File: src/rtl/dkong_rom_arb.sv
// Shares one byte-wide external ROM port between main CPU, sound CPU, wave ROM and download writes.
// Optional DKONG_ROM_ARB_RR_EN: alternate sound/wave priority instead of fixed sound-first.
module dkong_rom_arb #(
  parameter int                MEM_AW   = 20,
  parameter logic [MEM_AW-1:0] SND_BASE = MEM_AW'(20'h10000),
  parameter logic [MEM_AW-1:0] WAV_BASE = MEM_AW'(20'h80000)
) (
  input  logic              I_CLK_24576M,
  input  logic              I_RESETn,
  input  logic              I_MAIN_REQ,
  input  logic [15:0]       I_MAIN_A,
  output logic              O_MAIN_ACK,
  output logic [7:0]        O_MAIN_DO,
  input  logic              I_SND_REQ,
  input  logic [11:0]       I_SND_A,
  output logic              O_SND_ACK,
  output logic [7:0]        O_SND_DO,
  input  logic              I_WAV_REQ,
  input  logic [18:0]       I_WAV_A,
  output logic              O_WAV_ACK,
  output logic [7:0]        O_WAV_DO,
  input  logic              DL_WR,
  input  logic [15:0]       DL_ADDR,
  input  logic [7:0]        DL_DATA,
  output logic              O_DL_OVF,
  output logic [MEM_AW-1:0] O_MEM_A,
  output logic              O_MEM_RD,
  output logic              O_MEM_WR,
  output logic [7:0]        O_MEM_DOUT,
  input  logic [7:0]        I_MEM_DIN,
  input  logic              I_MEM_READY
);

  typedef enum logic [1:0] {IDLE, ISSUE, WAIT, DONE} state_t;

  localparam int         NRD    = 3;
  localparam logic [1:0] P_MAIN = 2'd0;
  localparam logic [1:0] P_SND  = 2'd1;
  localparam logic [1:0] P_WAV  = 2'd2;
  localparam logic [1:0] P_DL   = 2'd3;

  state_t            state_reg;
  logic [1:0]        port_reg;
  logic [MEM_AW-1:0] mem_a_reg;
  logic              mem_rd_reg;
  logic              mem_wr_reg;
  logic [7:0]        mem_dout_reg;

  logic              dl_full_reg;
  logic [15:0]       dl_addr_reg;
  logic [7:0]        dl_data_reg;
  logic              dl_ovf_reg;

  logic              hb_valid_reg;
  logic [15:0]       hb_addr_reg;
  logic [7:0]        hb_data_reg;

  logic [NRD-1:0]    req_vec;
  logic [NRD-1:0]    pend_vec;
  logic [NRD-1:0]    ack_vec;
  logic [NRD-1:0]    done_vec;
  logic [NRD-1:0]    hit_vec;
  logic [MEM_AW-1:0] map_addr [NRD];
  logic [MEM_AW-1:0] addr_vec [NRD];
  logic [7:0]        do_vec   [NRD];

  logic              mem_done;
  logic              dl_done;
  logic              dl_accept;
  logic              main_hit;
  logic [15:0]       hb_addr_next;
  logic              snd_first;
  logic              grant;
  logic [1:0]        gport;
  logic [MEM_AW-1:0] gaddr;

  assign mem_done  = (state_reg == WAIT) && I_MEM_READY;
  assign dl_done   = mem_done && (port_reg == P_DL);
  assign dl_accept = DL_WR && !dl_full_reg;

  // A write landing on the buffered address in the same cycle must not be answered from stale data
  assign main_hit = I_MAIN_REQ && !pend_vec[0] && hb_valid_reg && (I_MAIN_A == hb_addr_reg) &&
                    !(dl_accept && (DL_ADDR == hb_addr_reg));

  assign req_vec = {I_WAV_REQ, I_SND_REQ, I_MAIN_REQ && !main_hit};
  assign hit_vec = {2'b00, main_hit};

  assign map_addr[0] = MEM_AW'(I_MAIN_A);
  assign map_addr[1] = SND_BASE + MEM_AW'(I_SND_A);
  assign map_addr[2] = WAV_BASE + MEM_AW'(I_WAV_A);

  genvar gi;
  generate
    for (gi = 0; gi < NRD; gi++) begin : g_port
      logic              pend_reg;
      logic              ack_reg;
      logic [MEM_AW-1:0] addr_reg;
      logic [7:0]        do_reg;

      assign done_vec[gi] = mem_done && (port_reg == 2'(gi));
      assign pend_vec[gi] = pend_reg;
      assign ack_vec[gi]  = ack_reg;
      assign addr_vec[gi] = addr_reg;
      assign do_vec[gi]   = do_reg;

      // Pending clears with the memory response, so a REQ in the DONE cycle is latched normally
      always_ff @(posedge I_CLK_24576M or negedge I_RESETn) begin
        if (!I_RESETn) begin
          pend_reg <= 1'b0;
          ack_reg  <= 1'b0;
          addr_reg <= '0;
          do_reg   <= '0;
        end else begin
          ack_reg <= done_vec[gi] || hit_vec[gi];
          if (done_vec[gi])
            do_reg <= I_MEM_DIN;
          else if (hit_vec[gi])
            do_reg <= hb_data_reg;
          if (req_vec[gi] && !pend_reg) begin
            pend_reg <= 1'b1;
            addr_reg <= map_addr[gi];
          end else if (done_vec[gi]) begin
            pend_reg <= 1'b0;
          end
        end
      end
    end
  endgenerate

`ifdef DKONG_ROM_ARB_RR_EN
  logic last_snd_reg;

  assign snd_first = !last_snd_reg;

  always_ff @(posedge I_CLK_24576M or negedge I_RESETn) begin
    if (!I_RESETn)
      last_snd_reg <= 1'b0;
    else if (state_reg == IDLE && grant && gport == P_SND)
      last_snd_reg <= 1'b1;
    else if (state_reg == IDLE && grant && gport == P_WAV)
      last_snd_reg <= 1'b0;
  end
`else
  assign snd_first = 1'b1;
`endif

  always_comb begin
    grant = 1'b0;
    gport = P_DL;
    gaddr = '0;
    if (dl_full_reg) begin
      grant = 1'b1;
      gport = P_DL;
      gaddr = MEM_AW'(dl_addr_reg);
    end else if (pend_vec[0]) begin
      grant = 1'b1;
      gport = P_MAIN;
      gaddr = addr_vec[0];
    end else if (pend_vec[1] && (!pend_vec[2] || snd_first)) begin
      grant = 1'b1;
      gport = P_SND;
      gaddr = addr_vec[1];
    end else if (pend_vec[2]) begin
      grant = 1'b1;
      gport = P_WAV;
      gaddr = addr_vec[2];
    end
  end

  always_ff @(posedge I_CLK_24576M or negedge I_RESETn) begin
    if (!I_RESETn) begin
      state_reg    <= IDLE;
      port_reg     <= P_MAIN;
      mem_a_reg    <= '0;
      mem_rd_reg   <= 1'b0;
      mem_wr_reg   <= 1'b0;
      mem_dout_reg <= '0;
    end else begin
      mem_rd_reg <= 1'b0;
      mem_wr_reg <= 1'b0;
      case (state_reg)
        IDLE: begin
          if (grant) begin
            state_reg <= ISSUE;
            port_reg  <= gport;
            mem_a_reg <= gaddr;
            if (gport == P_DL) begin
              mem_wr_reg   <= 1'b1;
              mem_dout_reg <= dl_data_reg;
            end else begin
              mem_rd_reg <= 1'b1;
            end
          end
        end
        ISSUE: state_reg <= WAIT;
        WAIT: begin
          if (I_MEM_READY)
            state_reg <= DONE;
        end
        DONE:    state_reg <= IDLE;
        default: state_reg <= IDLE;
      endcase
    end
  end

  always_ff @(posedge I_CLK_24576M or negedge I_RESETn) begin
    if (!I_RESETn) begin
      dl_full_reg <= 1'b0;
      dl_addr_reg <= '0;
      dl_data_reg <= '0;
      dl_ovf_reg  <= 1'b0;
    end else begin
      if (dl_done)
        dl_full_reg <= 1'b0;
      if (DL_WR) begin
        if (dl_full_reg) begin
          dl_ovf_reg <= 1'b1;
        end else begin
          dl_full_reg <= 1'b1;
          dl_addr_reg <= DL_ADDR;
          dl_data_reg <= DL_DATA;
        end
      end
    end
  end

  assign hb_addr_next = done_vec[0] ? addr_vec[0][15:0] : hb_addr_reg;

  // Invalidation comes last so it overrides a fill landing in the same cycle
  always_ff @(posedge I_CLK_24576M or negedge I_RESETn) begin
    if (!I_RESETn) begin
      hb_valid_reg <= 1'b0;
      hb_addr_reg  <= '0;
      hb_data_reg  <= '0;
    end else begin
      if (done_vec[0]) begin
        hb_valid_reg <= 1'b1;
        hb_addr_reg  <= addr_vec[0][15:0];
        hb_data_reg  <= I_MEM_DIN;
      end
      if (dl_accept && DL_ADDR == hb_addr_next)
        hb_valid_reg <= 1'b0;
      if (dl_done && dl_addr_reg == hb_addr_reg)
        hb_valid_reg <= 1'b0;
    end
  end

  assign O_MAIN_ACK = ack_vec[0];
  assign O_SND_ACK  = ack_vec[1];
  assign O_WAV_ACK  = ack_vec[2];
  assign O_MAIN_DO  = do_vec[0];
  assign O_SND_DO   = do_vec[1];
  assign O_WAV_DO   = do_vec[2];
  assign O_DL_OVF   = dl_ovf_reg;
  assign O_MEM_A    = mem_a_reg;
  assign O_MEM_RD   = mem_rd_reg;
  assign O_MEM_WR   = mem_wr_reg;
  assign O_MEM_DOUT = mem_dout_reg;

endmodule
File: config.mk
export PLATFORM = sky130hd
export DESIGN_NAME = dkong_rom_arb
export DESIGN_NICKNAME = d
export VERILOG_FILES = /design/src/rtl/dkong_rom_arb.sv
export SDC_FILE = /design/constraint.sdc
export NUM_CORES = 1
export LEC_CHECK = 0
export ABC_AREA = 0
export BUFFER_PORTS_ARGS = -buffer_cell sky130_fd_sc_hd__buf_2
export CORE_MARGIN = 8
export CORE_UTILIZATION = 60
export CTS_BUF_LIST = sky130_fd_sc_hd__clkbuf_8
export CTS_CLUSTER_DIAMETER = 40
export DETAILED_ROUTE_END_ITERATION = 6
export GPL_TIMING_DRIVEN = 0
export PLACE_DENSITY = 0.95
export REMOVE_ABC_BUFFERS = 1
export SLEW_MARGIN = 20
export SYNTH_ARGS = -nofsm -noshare
export SYNTH_HDL_FRONTEND = slang
export SYNTH_SLANG_ARGS = --single-unit
File: constraint.sdc
create_clock -name I_CLK_24576M -period 3.7 [get_ports I_CLK_24576M]
set_input_delay 0.74 -clock I_CLK_24576M [delete_from_list [all_inputs] [get_ports I_CLK_24576M]]
set_output_delay 0.74 -clock I_CLK_24576M [all_outputs]
set_load 0.02 [all_outputs]
# After elaboration in Yosys (flattened, before gate mapping)
# Index checks and enable logic that the tools add are counted.
classes:
  reduce_logical: 36
  n_div: 0
  n_mux: 36
  eq_ne: 13
  n_lt_le_gt_ge: 0
  add_sub_neg: 2
  n_bitwise: 1
  shift: 0
  n_mul: 0
ops:
  columns: ["op", "count"]
  rows:
  - ["20-bit 2-to-1 mux", 4]
  - ["16-bit == test", 4]
  - ["1-bit 2-to-1 mux", 23]
  - ["20-bit by 19-bit adder with 20-bit output, first input constant", 1]
  - ["17-bit by 12-bit adder with 18-bit output, first input constant", 1]
  - ["1-bit logical AND", 17]
  - ["16-bit 2-to-1 mux", 1]
  - ["8-bit 2-to-1 mux", 2]
  - ["2-bit == test, second input constant", 5]
  - ["2-bit 2-to-1 mux", 5]
  - ["2-bit one-hot mux with 4 select lines", 1]
  - ["2-bit AND reduction", 4]
  - ["2-bit nonzero test", 4]
  - ["1-bit logical NOT", 6]
  - ["2-bit by 1-bit == test with 1-bit output, second input constant", 2]
  - ["2-bit logical NOT", 2]
  - ["2-bit inequality test, second input constant", 2]
  - ["3-bit AND reduction", 1]
  - ["3-bit nonzero test", 1]
  - ["1-bit logical OR", 1]
  - ["1-bit NOT", 1]
word_totals:
  ramBits: 0
  input_bits: 86
  rom_bits: 0
  word_cells: 113
  latch_bits: 0
  reg_bits: 171
  memories: 0
  out_inout_bits: 58

# Longest topological paths before layout
logic_depth:
  ltp_word: 9
  mapped_depth: 10

# Worst setup path after synthesis
# No wires, ideal clock.
synth_path:
  path_kind: "input to register"
  startpoint: "input DL_WR"
  endpoint: "register g_port[0].addr_reg[10]"
  n_path_buf: 3
  stages: 9
  setup_time_ns: 0.125
  slack_ns: 1.336
  arrival_time_ns: 2.238
  path_cell_list: "nor2b_1 > buf_4 > nand3_1 > nor4_2 > a311oi_2 > nor2b_1 > buf_6 > buf_12 > mux2_4"
synth_via:
  elab_chain_len: 7
synth_rtl:
  columns: ["element", "line_no", "text"]
  rows:
  - ["start: declaration", "22", "input logic DL_WR,"]
  - ["1-bit logical AND", "79", "assign dl_accept = DL_WR && !dl_full_reg;"]
  - ["1-bit logical AND", "83", "!(dl_accept && (DL_ADDR == hb_addr_reg));"]
  - ["1-bit logical NOT", "83", null]
  - ["1-bit logical AND", "82", "assign main_hit = I_MAIN_REQ && !pend_vec[0] && hb_valid_reg && (I_MAIN_A == hb_addr_reg) &&"]
  - ["1-bit logical NOT", "85", "assign req_vec = {I_WAV_REQ, I_SND_REQ, I_MAIN_REQ && !main_hit};"]
  - ["1-bit logical AND", "85", null]
  - ["1-bit logical AND", "119", "if (req_vec[gi] && !pend_reg) begin"]
  - ["end signal: assignment", "121", "addr_reg <= map_addr[gi];"]
  - ["end: declaration", "97", "logic [MEM_AW-1:0] addr_reg;"]
# Every way passes these cells.
# A chain may end at the register's enable or synchronous reset.

# Final worst setup path
layout_path:
  startpoint: "register dl_full_reg"
  endpoint: "register g_port[0].addr_reg[15]"
layout_via:
  elab_chain_len: 8
layout_rtl:
  columns: ["element", "line_no", "text"]
  rows:
  - ["start: declaration", "49", "logic dl_full_reg;"]
  - ["start signal: assignment", "208", "dl_full_reg <= 1'b0;"]
  - ["start signal: assignment", "214", "dl_full_reg <= 1'b0;"]
  - ["start signal: assignment", "219", "dl_full_reg <= 1'b1;"]
  - ["1-bit logical NOT", "79", null]
  - ["1-bit logical AND", "79", null]
  - ["1-bit logical AND", "83", null]
  - ["1-bit logical NOT", "83", null]
  - ["1-bit logical AND", "82", null]
  - ["1-bit logical NOT", "85", null]
  - ["1-bit logical AND", "85", null]
  - ["1-bit logical AND", "119", null]
# Every way passes these cells.

==> metrics.cfg <==
[power]
comb_power_share = 0.371
leakage_nw = 4.29
switchingPower_mw = 2.97
swShare = 0.386
p_int_mw = 4.72
ir_worst_vdd_uv = 381
power_density_nw_per_um2 = 867
pwr-share-clk = 0.188
seqPwrFrac = 0.441

[routing]
firstDrtPassIters = 6
wl_per_cell_um = 20.3
ant_nets = 0
vias = 5741
avgViaCountPerCell = 5.79
drc = 0
drt_iter0_markers = 611
postRouteWirelength_mm = 20.1

[synth]
ys.flop_type = dfrtp_1
ys_seq_area_frac = 0.548
postSynthCellCount = 669
async_flop_share = 1.00
syn_area_um2 = 7480
yosys_warnings = 0
synth_top_cell_area_share = 0.548
ys_ff_latch = 164
synth_area_per_cell_um2 = 11.2
yosysUniqueCellTypes = 53
synth_edf_count = 0
yosys.area.top_type = dfrtp_1
synth_area_leaders = dfrtp_1 55%, mux2_2 12%, nand2_1 6.3%, xor2_1 3.9%, o21ai_0 2.1%

[clock_network]
cts_num_sinks = 164
post-cts-setup-buffers = 0
clock_tree.root_cell = clkbuf_8
clk_pin_slew_ns = 0.09
clk_latency_ns = 0.47
hold_buffers = 0
cts-resized-gates = 0
cts_max_path_buffers = 2
cts_buffers = 17
htree_num_levels = 4
cts_tree = done

[finish]
nNetsFinal = 895
finalNonFillerCells = 991
synthToLayoutAreaGrowth_pct = 18.7
largest_register_ffs = 49
drive_gt1_frac = 0.342
fillers = 856
post-route-util = 0.715
multiInputGateArea_um2 = 3160
postLayoutCellArea_um2 = 8880
seqCellArea_um2 = 4110

[placement]
dpl_worst_slack_ns = 0.509
port_buffers = 143
post-dp-hpwl_mm = 14.6
dpl_cell_area_um2 = 8440
place_inst = 959
place_congestion = 0.893

[floorplan]
num_rows = 41
die_h_um = 128
start_util = 0.603
dieWidth_um = 128
io_pins = 144
die-area_um2 = 16300
core-area_um2 = 12400

[status]
status = complete, no violations

[setup_path]
crit_arrival_ns = 3.56
required_ns = 4.05
cp-start-kind = register
crit_type = reg2reg
critPathCaptureType = register
cp_max_fo = 42

[worst_hold_path]
hold_path_class = in2async

[timing]
maxSlewViolCount = 0
grt_setup_unrepaired = no
fmax_mhz = 312
hold_violations = 0
final.period_utilization = 0.865
fin_ws_ns = 0.498
setup_viol = 0
skew_ns = 0.0122
post-route-min-period_ns = 3.20
slew-limit-headroom = 0.335
tightest_slew_ns = 0.994

[global_routing]
grt_use_total = 0.255
grt_pass1_wl_mm = 31.9
grt_pass1_vias = 6024
grt_antenna_before_repair = 3
gr-total-overflow = 0
grt_max_degree = 92

[job]
maxCapViolations = 0

worst paths after layout:
path,from,end,slack [ns],depth (start not counted)
max,dl_full_reg,g_port[0].addr_reg[15],0.50,6
min reg2reg,O_DL_OVF,O_DL_OVF,0.47,1
min in group I_CLK_24576M,O_DL_OVF,O_DL_OVF,0.47,1
min,I_RESETn,g_port[1].addr_reg[11],0.24,1
max reg2reg,dl_full_reg,g_port[0].addr_reg[15],0.50,6
max in group asynchronous,I_RESETn,dl_full_reg,2.62,2
cells in the mapped netlist, drive strengths merged, types with 3 or more instances:
library cell	number
a211oi	6
a21o	5
a21oi	23
a221oi	14
buf	9
clkbuf	27
dfrtp	164
ha	3
inv	22
mux2	93
nand2	125
nand2b	6
nand3	10
nand3b	4
nand4	3
nor2	10
nor2b	14
nor3	10
nor4	9
o21ai	31
o221ai	4
xnor2	16
xor2	33
power groups by stage:
| stage | registers, mW | clock network, mW | logic [mW] |
|---|---|---|---|
| final | 3.40 | 1.45 | 2.85 |
| after global routing | 3.49 | 1.53 | 3.08 |
| after CTS | 3.37 | 1.46 | 2.85 |
| after detailed placement | 3.39 | 0 | 2.81 |
| after global placement | 3.30 | 0 | 2.65 |
| after floorplan | 3.48 | 0 | 1.62 |
logic make-up (layout without fill, tap and decap cells):
| family | count (synthesis) | count (layout) | synth area share |
|---|---|---|---|
| AO/OA/AOI/OAI | 98 | 98 | 0.0856 |
| AND/OR/NAND/NOR | 202 | 202 | 0.124 |
| adder cells (fa/ha/maj) | 3 | 3 | 0.00502 |
| buffers and inverters | 60 | 209 | 0.0348 |
| multiplexers | 93 | 93 | 0.144 |
| other | 0 | 1 | 0 |
| flip-flops | 164 | 164 | 0.548 |
| XOR/XNOR | 49 | 49 | 0.0573 |
cell type report:
class                   count  share of cell area
well taps                 172              0.0242
diodes                      1            0.000282
clock buffers              18              0.0279
inverters                  24              0.0101
clock inverters            13              0.0218
multi-input cells         445               0.356
flip-flops and latches    164               0.462
repair buffers            154              0.0969
layout by cell type (no fill, tap or decap), types with 4 or more instances in the layout:
cell type,synthesis,layout
nand2_1,125,125
o21ai_0,31,31
buf_6,1,4
inv_1,22,27
a221oi_1,14,14
mux2_1,7,7
clkbuf_8,0,18
nand3_1,10,10
a211oi_1,6,6
bufinv_16,0,5
nor2_1,9,9
nor2b_1,14,9
buf_2,5,146
a21o_1,5,5
o221ai_1,4,4
xor2_1,33,33
nand3b_1,4,4
nand2b_1,6,6
mux2_2,77,77
nor4_1,8,8
mux2_4,9,9
dfrtp_1,164,162
a21oi_1,23,23
xnor2_1,16,16
nor3_1,10,10
critical path, cell delays in order (launching register included):
cell and delay, ns:
dfrtp_2 0.72, nor2b_4 0.52, nand3_1 0.15, nor4_2 0.41, a311oi_2 0.23, nor2b_4 0.64, mux2_1 0.40
stage by stage:
step | hold WS (ns) | total power [mW] | TNS, ns
3_5_place_dp | 0.446 | 6.20 | 0
5_1_grt | 0.252 | 8.11 | 0
2_1_floorplan | 0.437 | 5.10 | -28.94
6_report | 0.242 | 7.70 | 0
4_1_cts | 0.240 | 7.68 | 0
3_3_place_gp | 0.440 | 5.95 | -250.75
per-layer routing:
layer | vias to the layer above | track usage | part of all wire
met2 | 289 | 0.404 | 0.48
met1 | 2814 | 0.317 | 0.39
met4 | 4 | 0.117 | 0.033
met3 | 55 | 0.0778 | 0.091
met5 | - | 0 | 0.0011
li1 | 2579 | - | -
Power figures use the tool's default switching activity.
